**config.mk**
```make
export PLATFORM = sky130hd
export DESIGN_NAME = kr580_port_timer
export DESIGN_NICKNAME = d
export VERILOG_FILES = /design/src/rtl/kr580_pkg.sv /design/src/rtl/kr580_port_decode.sv /design/src/rtl/kr580_port_timer.sv
export SDC_FILE = /design/constraint.sdc
export NUM_CORES = 1
export LEC_CHECK = 0
export BUFFER_PORTS_ARGS = -buffer_cell sky130_fd_sc_hd__buf_4
export CAP_MARGIN = 25
export CORE_ASPECT_RATIO = 0.5
export CORE_UTILIZATION = 31
export CTS_CLUSTER_SIZE = 16
export DETAILED_ROUTE_END_ITERATION = 12
export PLACE_DENSITY_LB_ADDON = 0.1
export SETUP_SLACK_MARGIN = 0.4
export SKIP_LAST_GASP = 1
export SYNTH_ARGS = -nofsm -noshare
export SYNTH_HDL_FRONTEND = slang
export SYNTH_HIERARCHICAL = 1
export SYNTH_SLANG_ARGS = --single-unit
```
**constraint.sdc**
```tcl
create_clock -name clk -period 4.9 [get_ports clk]
set_clock_uncertainty 0.15 [all_clocks]
set_input_delay 0.49 -clock clk [delete_from_list [all_inputs] [get_ports clk]]
set_output_delay 0.49 -clock clk [all_outputs]
set_load 0.01 [all_outputs]
```
**src/rtl/kr580_pkg.sv**
```systemverilog
// Shared definitions for KR580 port-mapped peripherals: register offsets,
// control/status bit positions and the timer load helper.
package kr580_pkg;

    localparam logic [1:0] OFS_RLO  = 2'd0;
    localparam logic [1:0] OFS_RHI  = 2'd1;
    localparam logic [1:0] OFS_CTRL = 2'd2;
    localparam logic [1:0] OFS_STAT = 2'd3;

    localparam int CTRL_EN    = 0;
    localparam int CTRL_AUTO  = 1;
    localparam int CTRL_IE    = 2;
    localparam int CTRL_LATCH = 7;

    localparam int STAT_PEND = 0;
    localparam int STAT_RUN  = 1;

    // A reload of zero stands for the full 65536-tick period.
    function automatic logic [16:0] load_count(input logic [15:0] reload);
        return (reload == 16'd0) ? 17'h10000 : {1'b0, reload};
    endfunction

endpackage

```
**src/rtl/kr580_port_decode.sv**
```systemverilog
// Decodes a block of four CPU I/O ports: one write strobe per register on the
// rising edge of the port-write level, plus the read select for the port-in mux.
import kr580_pkg::*;

module kr580_port_decode #(
    parameter logic [7:0] BASE_PORT = 8'h40
) (
    input  logic [7:0] pin_pa,
    input  logic       pin_pw,
    input  logic       pw_q,
    output logic       wr_rlo,
    output logic       wr_rhi,
    output logic       wr_ctrl,
    output logic       wr_stat,
    output logic       rd_hit,
    output logic [1:0] rd_sel
);

    logic [7:0] ofs;
    logic       wr_edge;

    // Offset arithmetic keeps the decode correct for unaligned base ports.
    always_comb begin
        ofs     = pin_pa - BASE_PORT;
        rd_hit  = (ofs < 8'd4);
        rd_sel  = ofs[1:0];
        wr_edge = pin_pw & ~pw_q & rd_hit;
        wr_rlo  = wr_edge && (rd_sel == OFS_RLO);
        wr_rhi  = wr_edge && (rd_sel == OFS_RHI);
        wr_ctrl = wr_edge && (rd_sel == OFS_CTRL);
        wr_stat = wr_edge && (rd_sel == OFS_STAT);
    end

endmodule

```
**src/rtl/kr580_port_timer.sv**
```systemverilog
// Port-mapped interval timer for the KR580 CPU: 16-bit reload, prescaled tick,
// one-shot or auto-reload, pending flag and level interrupt request.
import kr580_pkg::*;

module kr580_port_timer #(
    parameter logic [7:0] BASE_PORT = 8'h40,
    parameter int         PRESCALE  = 25000
) (
    input  logic       clk,
    input  logic       rst_n,
    input  logic [7:0] pin_pa,
    input  logic [7:0] pin_po,
    input  logic       pin_pw,
    output logic [7:0] pin_pi,
    output logic       pin_intr
);

    localparam int PW = (PRESCALE > 1) ? $clog2(PRESCALE) : 1;
    localparam logic [PW-1:0] PRE_MAX = PW'(PRESCALE - 1);

    logic          pw_q, pw_d;
    logic [15:0]   reload_q, reload_d;
    logic [15:0]   snap_q, snap_d;
    logic [16:0]   cnt_q, cnt_d;
    logic [PW-1:0] pre_q, pre_d;
    logic          en_q, en_d;
    logic          auto_q, auto_d;
    logic          ie_q, ie_d;
    logic          pend_q, pend_d;
    logic [7:0]    pi_q, pi_d;
    logic          intr_q, intr_d;

    logic          wr_rlo, wr_rhi, wr_ctrl, wr_stat, rd_hit;
    logic [1:0]    rd_sel;
    logic          tick, stop;

    kr580_port_decode #(.BASE_PORT(BASE_PORT)) u_decode (
        .pin_pa  (pin_pa),
        .pin_pw  (pin_pw),
        .pw_q    (pw_q),
        .wr_rlo  (wr_rlo),
        .wr_rhi  (wr_rhi),
        .wr_ctrl (wr_ctrl),
        .wr_stat (wr_stat),
        .rd_hit  (rd_hit),
        .rd_sel  (rd_sel)
    );

    always_comb begin
        pw_d     = pin_pw;
        reload_d = reload_q;
        snap_d   = snap_q;
        cnt_d    = cnt_q;
        en_d     = en_q;
        auto_d   = auto_q;
        ie_d     = ie_q;
        pend_d   = pend_q;
        tick     = en_q && (pre_q == PRE_MAX);
        // A ctrl write that clears EN beats a coincident tick.
        stop     = wr_ctrl && !pin_po[CTRL_LATCH] && !pin_po[CTRL_EN];
        pre_d    = en_q ? (tick ? '0 : pre_q + 1'b1) : '0;

        if (wr_stat) pend_d = 1'b0;

        // Expiry is processed after the ack so a coincident set wins.
        if (tick && !stop) begin
            cnt_d = cnt_q - 17'd1;
            if (cnt_q == 17'd1) begin
                pend_d = 1'b1;
                if (auto_q) cnt_d = load_count(reload_q);
                else        en_d  = 1'b0;
            end
        end

        if (wr_rlo) reload_d[7:0]  = pin_po;
        if (wr_rhi) reload_d[15:8] = pin_po;

        if (wr_ctrl) begin
            if (pin_po[CTRL_LATCH]) begin
                snap_d = cnt_q[15:0];
            end else begin
                en_d   = pin_po[CTRL_EN];
                auto_d = pin_po[CTRL_AUTO];
                ie_d   = pin_po[CTRL_IE];
                if (pin_po[CTRL_EN] && !en_q) begin
                    cnt_d = load_count(reload_q);
                    pre_d = '0;
                end
            end
        end

        pi_d = 8'h00;
        if (rd_hit) begin
            case (rd_sel)
                OFS_RLO:  pi_d = snap_q[7:0];
                OFS_RHI:  pi_d = snap_q[15:8];
                OFS_CTRL: pi_d = {5'b0, ie_q, auto_q, en_q};
                default: begin
                    pi_d[STAT_PEND] = pend_q;
                    pi_d[STAT_RUN]  = en_q;
                end
            endcase
        end

        intr_d = pend_q & ie_q;
    end

    always_ff @(posedge clk or negedge rst_n) begin
        if (!rst_n) begin
            pw_q     <= 1'b0;
            reload_q <= '0;
            snap_q   <= '0;
            cnt_q    <= '0;
            pre_q    <= '0;
            en_q     <= 1'b0;
            auto_q   <= 1'b0;
            ie_q     <= 1'b0;
            pend_q   <= 1'b0;
            pi_q     <= '0;
            intr_q   <= 1'b0;
        end else begin
            pw_q     <= pw_d;
            reload_q <= reload_d;
            snap_q   <= snap_d;
            cnt_q    <= cnt_d;
            pre_q    <= pre_d;
            en_q     <= en_d;
            auto_q   <= auto_d;
            ie_q     <= ie_d;
            pend_q   <= pend_d;
            pi_q     <= pi_d;
            intr_q   <= intr_d;
        end
    end

    assign pin_pi   = pi_q;
    assign pin_intr = intr_q;

endmodule

```
==> results of run 1 <==
kinds of logic (layout without fill, tap and decap cells):
group | after synthesis | after routing | share of synthesized area, %
buffers and inverters | 19 | 54 | 2.54
adder cells (fa/ha/maj) | 3 | 3 | 0.989
flip-flops | 78 | 78 | 51.4
XOR/XNOR | 28 | 28 | 6.46
multiplexers | 50 | 50 | 15.3
AO/OA/AOI/OAI | 13 | 13 | 2.57
AND/OR/NAND/NOR | 131 | 131 | 20.8
layer usage:
layer  GRT usage [%]  up-vias
li1                -     1202
met1            21.1     1206
met2            20.7       42
met3            3.99        4
met4            5.38        0
met5               0        -
worst register-to-register path, cell delays in order, from the launching register on:
cell and delay (ns):
dfrtp_1 0.36, or4b_4 0.52, nor4_1 0.55, or3b_2 0.58, and2_1 0.21, a31oi_4 0.59
mux2_2 0.41
flip-flops by register name, summed over array words and instances (netlist names):
name / flops
cnt_q: 17
reload_q: 16
snap_q: 16
pre_q: 15
pin_pi: 8
auto_q: 1
en_q: 1
ie_q: 1
pend_q: 1
pin_intr: 1
pw_q: 1
cell usage after synthesis (4+ instances only):
cell,count
nor3b_1,4
mux2_1,8
and3_1,7
nor4_1,10
nor3_2,4
nand2_1,20
mux2_2,31
dfrtp_1,78
nor3_1,6
nor2_1,26
clkbuf_1,5
nand2b_1,5
mux2i_1,8
o21ai_0,7
and2_1,7
xor2_1,14
inv_1,8
xnor2_1,14
nand3_1,11
nand4_1,6
per-stage QoR:
| stage | setup slack (ns) | hold WS, ns | area (um2) | utilization, % |
|---|---|---|---|---|
| after floorplan | 1.59 | 0.0444 | 3800 | - |
| after global placement | 1.17 | 0.296 | 4150 | 35.0 |
| after detailed placement | 1.09 | 0.310 | 4160 | 35.0 |
| after CTS | 1.42 | 0.109 | 4450 | 37.5 |
| after global routing | 1.28 | 0.110 | 4490 | 37.8 |
| final | 1.39 | 0.120 | 4490 | 37.8 |
final cells by class:
class / count / share of cell area (%)
Inverter: 8 / 0.669
Clock buffer: 11 / 5.41
Timing Repair Buffer: 31 / 5.69
Multi-Input combinational cell: 225 / 39.1
Sequential cell: 78 / 43.5
Clock inverter: 4 / 1.06
Tap cell: 165 / 4.60
power breakdown:
group          internal [uW]  switching [uW]  leakage (uW)
Clock                    404             248      0.000141
Combinational           23.2            28.7      0.000840
Sequential               652            6.71       0.00105
Total                   1080             283       0.00203
what timing repair did:
action,in CTS,in global routing
buffers inserted,0,0
gates resized for setup,0,0
hold endpoints to repair,0,29
hold buffers,0,1
placed cells by master, fill, tap and decap left out, types with 9 or more instances in the layout:
cell type and instances:
nor4_1 9, mux2_2 31, clkbuf_16 9, nand3_1 11, xnor2_1 14, xor2_1 14
nor2_1 26, dfrtp_1 78, buf_4 29, nand2_1 20
final timing paths:
path                            cells past startpoint  slack (ns)           to
worst max-delay path                                7        1.39     cnt_q[5]
worst min-delay path                                1        0.12         pw_q
worst max register to register                      6        1.41     cnt_q[5]
worst min register to register                      1        0.31     pre_q[0]
max in group asynchronous                           3        3.53  reload_q[4]
min in group asynchronous                           2        0.48         pw_q
==> run_results.csv, run 1 <==
group,metric,value,unit
logic_synthesis,ys_seq_elements,78,
floorplanning,rows,28,
critical_path,worstSetupEndpointType,"register",
clocking,htree_num_levels,3,
worst_hold_path,hp-class,"in -> reg",
final_layout,fillers,1159,
detailed_routing,wl_per_cell,15.5,um
clocking,numClockSinks,78,
logic_synthesis,avgSynthCellArea,11.8,um2
timing,drv_slew,0,
timing,rsz0062_at_grt,"no",
final_layout,nets,375,
critical_path,cp.required,4.96,ns
power_and_ir_drop,p_total,1360,uW
timing,finalHoldViolCount,0,
final_layout,drive_above_1_share,27.7,%
global_routing,grt_remaining_overflow,0,
logic_synthesis,ys_warn_count,6,
power_and_ir_drop,peakVddDrop,0.154,mV
critical_path,critical-path-max-stage-delay,0.61,ns
critical_path,path_cells,"buf_4, or4b_4, nor4_1, or3b_2, and2_1, a31oi_4, mux2_2",
timing,setup-tns-final,0,ns
critical_path,crit_start,"pin_pa[7]",
floorplanning,io_pins,28,
critical_path,cp_slowest_cell,"nor4_1",
global_routing,grt_pass1_wl,13600,um
critical_path,worstSetupStartpointType,"input pin",
global_routing,grtUsageTotal,14.6,%
critical_path,arrival,3.57,ns
timing,timing.slew.headroom,50.0,%
final_layout,antenna-diode-count,0,
critical_path,crit_type,"in -> reg",
clocking,numCtsBuffers,9,
floorplanning,die_area,0.0127,mm2
detailed_routing,wirelength,8100,um
place,numPortBuffers,27,
logic_synthesis,synth.area.top_cells,"dfrtp_1 (51%), mux2_2 (9.2%), xnor2_1 (3.2%), xor2_1 (3.2%), nor2_1 (2.6%)",
timing,finalCritPeriodShare,71.7,%
timing,max_freq,285,MHz
final_layout,multiInputGateArea,0.00175,mm2
logic_synthesis,seq_area_frac_synth,51.4,%
timing,period_needed,3.51,ns
logic_synthesis,synth_edf_count,0,
detailed_routing,met1_length,4270,um
logic_synthesis,synth_top_area_share,51.4,%
clocking,clockBufferDepth,2,
detailed_routing,ant_nets,0,
logic_synthesis,synthFlopType,"dfrtp_1",
place,gp_congestion,0.912,
critical_path,path_max_fanout,17,
detailed_routing,remaining_drc_errors,0,
global_routing,grt_pass1_vias,2546,
clocking,cts_root_buffer,"clkbuf_16",
timing,setup_viol,0,
outcome,status,"finished clean",
power_and_ir_drop,power_density,303,mW/mm2
floorplanning,start_util,32.0,%
logic_synthesis,synth_nets,344,
detailed_routing,drt_iter0_drc,123,
critical_path,worst-path-buf-inv,1,
global_routing,grt_max_degree,79,
logic_synthesis,synth_top_cell_by_area,"dfrtp_1",
logic_synthesis,async_flop_share,100,%
floorplanning,die_h,80.3,um
power_and_ir_drop,power_leakage,0.00203,uW
floorplanning,die_x,158,um
clocking,cts_tree,"yes",
flow_run,cap_viol_max_count,0,
detailed_routing,wl_met2,3440,um
logic_synthesis,syn-cell-area,0.00380,mm2
clocking,clk_pin_slew_worst_paths,0.06,ns
final_layout,final-seq-area,0.00195,mm2
timing,tightestPinTransition,0.750,ns
global_routing,antenna_found_initial,0,
detailed_routing,first_pass_iters,4,
final_layout,stdcell_count,522,
place,post-dp-hpwl,5930,um
worst_hold_path,min_from,"pin_pw",
detailed_routing,top_layer,"met4",
detailed_routing,vias_per_cell,4.70,
logic_synthesis,ys_types,45,
critical_path,path_delay_family,"simple AND/OR/NAND/NOR gates",
logic_synthesis,syn_inst,322,
place,dp_cells,505,
detailed_routing,dr_total_vias,2454,
final_layout,areaGrowthSynthToFinish,18.2,%
floorplanning,core_area,0.0119,mm2
clocking,clock_latency,0.33,ns
detailed_routing,route.met3.wl,341,um
critical_path,rr_startpoint,"pw_q",
Note: power is estimated with default switching activity, not from simulation.
==> inputs of run 2 (changes only) <==
==> constraint.sdc (replaced) <==
create_clock -name clk -period 2.82 [get_ports clk]
set_clock_uncertainty 0.15 [all_clocks]
set_input_delay 0.282 -clock clk [delete_from_list [all_inputs] [get_ports clk]]
set_output_delay 0.282 -clock clk [all_outputs]
set_load 0.01 [all_outputs]
==> run_results.csv, run 2 (synthesis results as in run 1) <==
group,metric,value,unit
timing,rsz0062_at_grt,"yes",
clocking,clock_latency,0.34,ns
power_and_ir_drop,peakVddDrop,0.212,mV
final_layout,top_regs,"cnt_q (17), reload_q (16), snap_q (16)",
timing,timing.slew.headroom,61.0,%
detailed_routing,vias_per_cell,4.76,
critical_path,crit_cells,7,
detailed_routing,remaining_drc_errors,0,
place,numPortBuffers,27,
floorplanning,die_h,80.3,um
global_routing,grtUsageTotal,16.0,%
final_layout,final_common_cell,"dfrtp_1",
clocking,numClockSinks,78,
worst_hold_path,hp-class,"in -> reg",
timing,drv_slew,0,
timing,tightestPinTransition,0.581,ns
critical_path,cp.required,2.89,ns
clocking,clockBufferDepth,2,
timing,finalCritPeriodShare,93.0,%
detailed_routing,first_pass_iters,4,
critical_path,path_max_fanout,17,
detailed_routing,wirelength,8960,um
detailed_routing,drt_iter0_drc,126,
final_layout,layout_common_cells,"dfrtp_1 (78), buf_4 (48), mux2_2 (31)",
critical_path,r2r_cells,7,
final_layout,drive_above_1_share,37.9,%
worst_hold_path,whs_path_depth,3,
power_and_ir_drop,p_total,2380,uW
global_routing,grt_remaining_overflow,0,
critical_path,worst-path-buf-inv,1,
timing,whs,0.00753,ns
floorplanning,io_pins,28,
timing,max_freq,381,MHz
detailed_routing,wl_per_cell,16.3,um
power_and_ir_drop,power_density,488,mW/mm2
clocking,numCtsBuffers,9,
place,gp_congestion,0.804,
floorplanning,core_area,0.0119,mm2
clocking,cts_tree,"yes",
floorplanning,die_x,158,um
global_routing,antenna_found_initial,0,
timing,period_needed,2.62,ns
critical_path,worstSetupEndpointType,"register",
final_layout,registers.top_by_ff_count,"cnt_q",
floorplanning,start_util,32.0,%
timing,setup_viol,0,
critical_path,worstSetupStartpointType,"register",
critical_path,arrival,2.69,ns
global_routing,grt_max_degree,79,
detailed_routing,dr_total_vias,2611,
timing,finalHoldViolCount,0,
critical_path,crit_type,"reg -> reg",
outcome,status,"finished clean",
flow_run,cap_viol_max_count,0,
clocking,htree_num_levels,3,
detailed_routing,ant_nets,0,
critical_path,critical-path-max-stage-delay,0.50,ns
critical_path,path_cells,"or4b_4, nor4_4, or3b_4, and2_4, a31oi_4, buf_12, mux2_2",
final_layout,largest_reg_flops,17,
clocking,cts_root_buffer,"clkbuf_16",
place,post-dp-hpwl,6330,um
power_and_ir_drop,power_leakage,0.00224,uW
floorplanning,die_area,0.0127,mm2
floorplanning,rows,28,
final_layout,areaGrowthSynthToFinish,28.6,%
final_layout,nets,400,
final_layout,antenna-diode-count,0,
critical_path,path_delay_family,"simple AND/OR/NAND/NOR gates",
critical_path,cp_slowest_cell,"or4b_4",
global_routing,grt_pass1_wl,14900,um
global_routing,grt_pass1_vias,2803,
clocking,clk_pin_slew_worst_paths,0.06,ns
## run 2: cell types whose count changed in the layout (fill, tap and decap cells not counted), sizes merged
cell         delta
bufbuf          +1
clkbuf          -2
clkinv          +2
clkinvlp        +1
dlygate4sd3     +2
buf            +22
## run 2: layer usage
layer  global-route usage, %  wire, um  vias to the layer above
li1                        -         -                     1247
met1                    22.5      4610                     1321
met2                    23.3      3780                       31
met3                    4.48       434                       12
met4                    5.19       135                        0
met5                       0         0                        -
## run 2: area by class of cell
class                      instances  area [um2]
multi-input combinational        225        1900
tap                              165         206
clock buffer                       9         225
fill                            1144        6990
sequential                        78        1950
clock inverter                     7        65.1
inverter                           8        30.0
timing repair buffer              56         502
## run 2: power by group
part	internal, uW	total [uW]	switching [uW]	leakage (uW)
combinational	44.6	98.3	53.6	0.00105
clock	678	1140	462	0.000141
sequential	1130	1140	12.1	0.00105
total	1850	2380	528	0.00224
## run 2: timing repair
action	CTS	global route
endpoints found under the setup margin	31	27
resized for setup	17	7
pin swaps	3	1
hold buffers	2	1
hold endpoints to repair	2	78
buffers inserted	5	4
cloned	1	0
## run 2: final timing paths
path | start | end | slack (ns)
worst max-delay path | pw_q | cnt_q[2] | 0.20
worst min-delay path | pin_po[3] | reload_q[11] | 0.008
worst max register to register | pw_q | cnt_q[2] | 0.20
worst min register to register | pre_q[0] | pre_q[0] | 0.31
max in group asynchronous | rst_n | cnt_q[1] | 1.78
min in group asynchronous | rst_n | pre_q[5] | 0.16
## run 2: stage by stage
step / util [%] / setup TNS (ns) / cell area [um2] / setup WS [ns] / cells
final: 41.1 / 0 / 4880 / 0.198 / 548
after detailed placement: 36.3 / -0.0924 / 4310 / -0.0310 / 518
after global placement: 36.3 / -0.0759 / 4310 / -0.0209 / 518
after floorplan: - / -0.528 / 3850 / -0.0880 / 322
after global routing: 41.1 / 0 / 4880 / 0.128 / 548
after CTS: 40.2 / 0 / 4770 / 0.191 / 542
## run 2: worst reg2reg max path, stage by stage, from the launching register on
cell	delay (ns)
dfrtp_1	0.36
or4b_4	0.50
nor4_4	0.20
or3b_4	0.42
and2_4	0.16
a31oi_4	0.17
buf_12	0.18
mux2_2	0.36
